<file path="config.mk">
export PLATFORM = sky130hd
export DESIGN_NAME = sign_extender_flat
export DESIGN_NICKNAME = d
export VERILOG_FILES = /design/src/rtl/sign_extender_if.sv /design/src/rtl/sign_extender.sv /design/src/flat_wrapper.sv
export SDC_FILE = /design/constraint.sdc
export NUM_CORES = 1
export LEC_CHECK = 0
export BUFFER_PORTS_ARGS = -buffer_cell sky130_fd_sc_hd__clkbuf_2
export CORE_ASPECT_RATIO = 1.25
export CORE_MARGIN = 8
export CORE_UTILIZATION = 45
export CTS_BUF_LIST = sky130_fd_sc_hd__clkbuf_16
export DETAILED_ROUTE_END_ITERATION = 8
export GPL_ROUTABILITY_DRIVEN = 0
export PLACE_DENSITY = 0.77
export SYNTH_ARGS = -nofsm -noshare
export SYNTH_HDL_FRONTEND = slang
export SYNTH_SLANG_ARGS = --single-unit
export TNS_END_PERCENT = 100
</file>
<file path="constraint.sdc">
create_clock -name clk -period 0.94 [get_ports clk]
set_clock_uncertainty 0.1 [all_clocks]
set_input_delay 0.188 -clock clk [delete_from_list [all_inputs] [get_ports clk]]
set_output_delay 0.188 -clock clk [all_outputs]
set_load 0.1 [all_outputs]
</file>
<file path="src/rtl/sign_extender_if.sv">
// Immediate-extension bus. It groups the decode-side request with the registered operand returned to the datapath.
interface sign_extender_if;
    logic [15:0] data_in;
    logic [1:0]  ext_mode;
    logic        in_valid;
    logic [31:0] data_out;
    logic        out_valid;

    // Decode stage: drives the immediate and the extension form.
    modport master (
        output data_in,
        output ext_mode,
        output in_valid,
        input  data_out,
        input  out_valid
    );

    // Extension unit: consumes the immediate and returns the operand.
    modport slave (
        input  data_in,
        input  ext_mode,
        input  in_valid,
        output data_out,
        output out_valid
    );
endinterface

</file>
<file path="src/rtl/sign_extender.sv">
// MIPS immediate-field extension unit. It turns a 16-bit I-type immediate into a
// registered 32-bit operand in sign, zero, upper (LUI) or branch-offset form.
module sign_extender (
    input  logic            clk,
    input  logic            rst,
    sign_extender_if.slave  bus
);

    localparam logic [1:0] MODE_SIGN   = 2'b00;
    localparam logic [1:0] MODE_ZERO   = 2'b01;
    localparam logic [1:0] MODE_UPPER  = 2'b10;
    localparam logic [1:0] MODE_BRANCH = 2'b11;

    // Pure bit-rearrangement with no carry. The branch form is the sign-extended
    // value shifted left by two, so it is a word offset.
    function automatic logic [31:0] extend_imm(input logic [15:0] imm,
                                               input logic [1:0]  mode);
        logic [31:0] res;
        case (mode)
            MODE_SIGN:   res = {{16{imm[15]}}, imm};
            MODE_ZERO:   res = {16'h0000, imm};
            MODE_UPPER:  res = {imm, 16'h0000};
            MODE_BRANCH: res = {{14{imm[15]}}, imm, 2'b00};
            default:     res = 32'h0000_0000;
        endcase
        return res;
    endfunction

    logic [31:0] data_out_d, data_out_q;
    logic        out_valid_d, out_valid_q;

    // Next state: load a new operand on a valid input, otherwise hold it so that idle inputs cannot disturb it.
    always_comb begin
        data_out_d  = data_out_q;
        out_valid_d = 1'b0;
        if (bus.in_valid == 1'b1) begin
            data_out_d  = extend_imm(bus.data_in, bus.ext_mode);
            out_valid_d = 1'b1;
        end else begin
            data_out_d  = data_out_q;
            out_valid_d = 1'b0;
        end
    end

    // Output registers. Reset clears them immediately and discards any in-flight result.
    always_ff @(posedge clk or posedge rst) begin
        if (rst) begin
            data_out_q  <= 32'h0000_0000;
            out_valid_q <= 1'b0;
        end else begin
            data_out_q  <= data_out_d;
            out_valid_q <= out_valid_d;
        end
    end

    assign bus.data_out  = data_out_q;
    assign bus.out_valid = out_valid_q;

endmodule

</file>
<file path="src/flat_wrapper.sv">
// flat-port wrapper written by rule: the top's interface ports become plain ports
module sign_extender_flat 
  (clk, rst, bus_data_in, bus_ext_mode, bus_in_valid, bus_data_out, bus_out_valid);
  sign_extender_if bus_i ();
  input  logic clk;
  input  logic rst;
  input wire logic [$bits(bus_i.data_in)-1:0] bus_data_in;
  input wire logic [$bits(bus_i.ext_mode)-1:0] bus_ext_mode;
  input wire logic [$bits(bus_i.in_valid)-1:0] bus_in_valid;
  output wire logic [$bits(bus_i.data_out)-1:0] bus_data_out;
  output wire logic [$bits(bus_i.out_valid)-1:0] bus_out_valid;
  assign bus_i.data_in = bus_data_in;
  assign bus_i.ext_mode = bus_ext_mode;
  assign bus_i.in_valid = bus_in_valid;
  assign bus_data_out = bus_i.data_out;
  assign bus_out_valid = bus_i.out_valid;
  sign_extender u_core (.clk(clk), .rst(rst), .bus(bus_i));
endmodule
</file>
## Word-level counts from Yosys, hierarchy flattened

Index checks and enable logic that the tools add are counted.
Widths: inputs -> output; s select.

- Bits of input ports: 21
- Register bits: 33
- Output and inout bits: 33
- Word-level logic and storage cells: 8

- Reductions and logical operators: 1
- Equality and inequality tests: 3
- Multiplexer cells: 2

Operators with widths:

| operator | number |
|---|---|
| $pmux 32 s4 | 1 |
| $eq 2x2->1 const B | 2 |
| $eq 2x1->1 const B | 1 |
| $logic_not 2->1 | 1 |
| $mux 1 | 1 |

## Depth between registers and ports, before layout

- Depth in word-level cells: 2
- Mapped depth: 5
- Mapped depth without buffers: 3

## Worst setup path before layout

No wires, ideal clock.

- Path type: reg2reg
- From: reg, netlist name u_core.bus.data_out[27]
- To: reg u_core.data_out_q[27] (netlist: u_core.bus.data_out[27])
- Path buffers: 0
- Path slack: -0.529 ns
- Library setup time: 0.126 ns
- Clock period less this slack: 1.469 ns
- Data required time: 0.714 ns
- Cell stages (with the launch flop): 3
- Arrival time: 1.242 ns
- Cell sequence: dfrtp_1 -> nor2b_1 -> a311o_1

RTL lines:

| item | RTL line | text |
|---|---|---|
| end signal: assignment | sign_extender.sv:51 | `data_out_q <= data_out_d;` |
| end: declaration | sign_extender.sv:29 | `logic [31:0] data_out_d, data_out_q;` |

## Worst setup path in the final report

- From: reg u_core.data_out_q[28] (netlist: u_core.bus.data_out[28])
- To: out bus_data_out[28]

RTL lines:

| item | RTL line | text |
|---|---|---|
| end: declaration | flat_wrapper.sv:10 | `output wire logic [$bits(bus_i.data_out)-1:0] bus_data_out;` |

No word-level cell between the ends.

==> impl_results.md <==
* Cell row count at 24
* Storage element area at 947.2 um2
* Cells after DPL at 282
* CP arrival at 1.02 ns
* Worst Setup Slack post-DPL at -0.3135 ns
* Total GRT Usage at 20.14%
* 1st-pass router iterations at 4
* H-tree Lvls at 2
* Post-Synthesis Mean Instance Area at 9.454 um2
* # DRC at 0
* CTS Buffer Depth at 2
* Clock latency on the worst-skew pair at 0.27 ns
* Max FO, Critical Path at 2
* Clk root buf: clkbuf_16
* First-pass GRT wire length at 9.604 mm
* Port-buffer cells at 53
* Initial antenna violation count at 0
* Layout fillers at 128
* Diode count at 0
* Routed wire length at 6.861 mm
* Total gr overflow at 0
* Clock slew at reported path FFs at 0.05 ns
* WHS at 0.1183 ns
* CTS Buf Count at 5
* PnR worst setup slack at -0.3705 ns
* Power density cells at 1912 nW/um2
* Critical path endpoint category: primary output
* Vias in the first global route at 1911
* Rel. slew slack at 79.27%
* Most frequent cells in the layout: buf_12, dfrtp_4, a21oi_1
* Dpl cell area at 2794 um2
* Hold Crit Class: in2reg
* Worst Tran Pin Value at 0.3092 ns
* Die Y at 83.01 um
* Pin count of the biggest net entering global routing at 34
* Area delta synth->final at 93.19%
* HPWL Detailed at 3.905 mm
* Antenna viol nets, final at 0
* Buf/Inv on CP at 2
* Period Utilization, post-route at 139.4%
* Final min period at 1.311 ns
* Starting Density at 46.81%
* Core area at 3453 um2
* Post-Synthesis Cell Area at 1617 um2
* Vias/cell at 5.866
* Synth cell types at 19
* Max incr delay on CP at 0.47 ns
* Slowest cell on crit path: dfrtp_4
* Vias after detailed routing at 1748
* Crit start category: flip-flop
* WP data required at 0.65 ns
* I/O Pins at 54
* CTS tree: yes
* #FFs+latches synth at 33
* Fmax at 0.7630 GHz
* Lkg Pwr at 1.329 nW
* Commonest non-fill, non-tap cell in the layout: buf_12
* Final Max Tran Viols at 0
* Final Cell Area at 3123 um2
* Crit Path Class: reg2out
* Worst IR Drop VDD at 1.781 mV
* Die ar. at 5778 um2
* Mapped Nets at 192
* Status: complete, but fails checks
* Area of the multi-input gates at 819.5 um2
* Sink count of the clock tree at 33
* Setup TNS at -10.68 ns
* Share of cells above drive strength 1 at 67.57%
* Crit-path cells: buf_6, buf_12
* Final non-filler cell total at 298
* Yosys warning count at 0
* Synth Instances at 171
* Final net count at 279
* RSZ-0062 raised after global routing: yes
* Number of DRC markers in iteration 0 at 148
* Die Span X at 69.61 um
* Setup violators final at 54
* Crit path max-delay family: flip-flops
* Avg WL per Cell at 23.02 um
* Number of max-cap violations at 0
* Register area share after synthesis at 51.08%
* Final Hold Vio Count at 0
* Violated checks: setup timing
-- through the flow --
stage	power, mW	utilization (%)
after floorplan	3.258	-
after global placement	4.201	80.91
after detailed placement	4.249	80.91
after CTS	5.829	86.99
after global routing	6.133	90.43
final	5.970	90.43
-- repair_timing --
item / 4_1_cts / 5_1_grt
setup buffers: 3 / 4
hold buffers: 1 / 0
setup endpoints to repair: 47 / 57
cloned: 1 / 0
gates resized for setup: 11 / 29
hold endpoints to repair: 33 / 0
pin swaps: 2 / 3
-- metal layers --
layer  global-route usage (%)  wire (um)  up-vias
met5                        0          0        -
li1                         -          -      748
met1                    20.82       2539      886
met3                    5.952        461       23
met2                    34.29       3582       91
met4                    13.37        278        0
-- synthesized netlist by cell type --
library cell / count / share of area (%)
a21oi_1: 39 / 12
dfrtp_1: 33 / 51
nor2_1: 25 / 5.8
nor2b_1: 20 / 7.7
nand2_1: 13 / 3.0
mux2_2: 11 / 7.7
buf_4: 6 / 2.8
inv_1: 5 / 1.2
a311o_1: 4 / 2.5
buf_2: 3 / 0.93
clkbuf_1: 3 / 0.70
o21ai_0: 2 / 0.62
a21boi_4: 1 / 1.2
a22oi_1: 1 / 0.46
and2_1: 1 / 0.39
and2b_4: 1 / 0.62
clkbuf_2: 1 / 0.31
nor3_2: 1 / 0.62
o22ai_1: 1 / 0.39
-- report_power, final --
group          switching (mW)  internal [mW]  total, mW  leakage (nW)
combinational            1.61          0.967       2.58         0.901
sequential              0.180           1.67       1.85         0.359
clock                   0.588          0.957       1.54        0.0687
-- cell type report --
| class | count | area share [%] |
|---|---|---|
| Tap cell | 39 | 1.562 |
| Clock inverter | 3 | 0.4006 |
| Clock buffer | 5 | 4.006 |
| Sequential cell | 33 | 30.33 |
| Timing Repair Buffer | 92 | 36.62 |
| Inverter | 5 | 0.8413 |
| Multi-Input combinational cell | 121 | 26.24 |
-- state kept, by name (all words and copies together) (netlist names) --
signal and cells:
u_core.bus.out_valid 1, u_core.bus.data_out 32
-- path summary, 6_finish.rpt --
check	startpoint	endpoint	cells past startpoint	slack (ns)
min in group asynchronous	rst	u_core.bus.data_out[1]	4	0.38
worst max register to register	u_core.bus.data_out[29]	u_core.bus.data_out[29]	2	-0.18
worst max-delay path	u_core.bus.data_out[28]	bus_data_out[28]	2	-0.37
worst min-delay path	bus_data_in[12]	u_core.bus.data_out[28]	2	0.12
max in group asynchronous	rst	u_core.bus.data_out[27]	4	0.16
worst min register to register	u_core.bus.data_out[9]	u_core.bus.data_out[9]	2	0.51
-- cell families (layout without fill, tap and decap cells) --
kind of cell           count (synthesis)  count (layout)  synth area share (%)
multiplexers                          11              11                 7.663
AND/OR/NAND/NOR                       61              61                 18.19
flip-flops                            33              33                 51.08
buffers and inverters                 18             105                 5.882
AO/OA/AOI/OAI                         48              49                 17.18
Power figures use the tool's default switching activity.
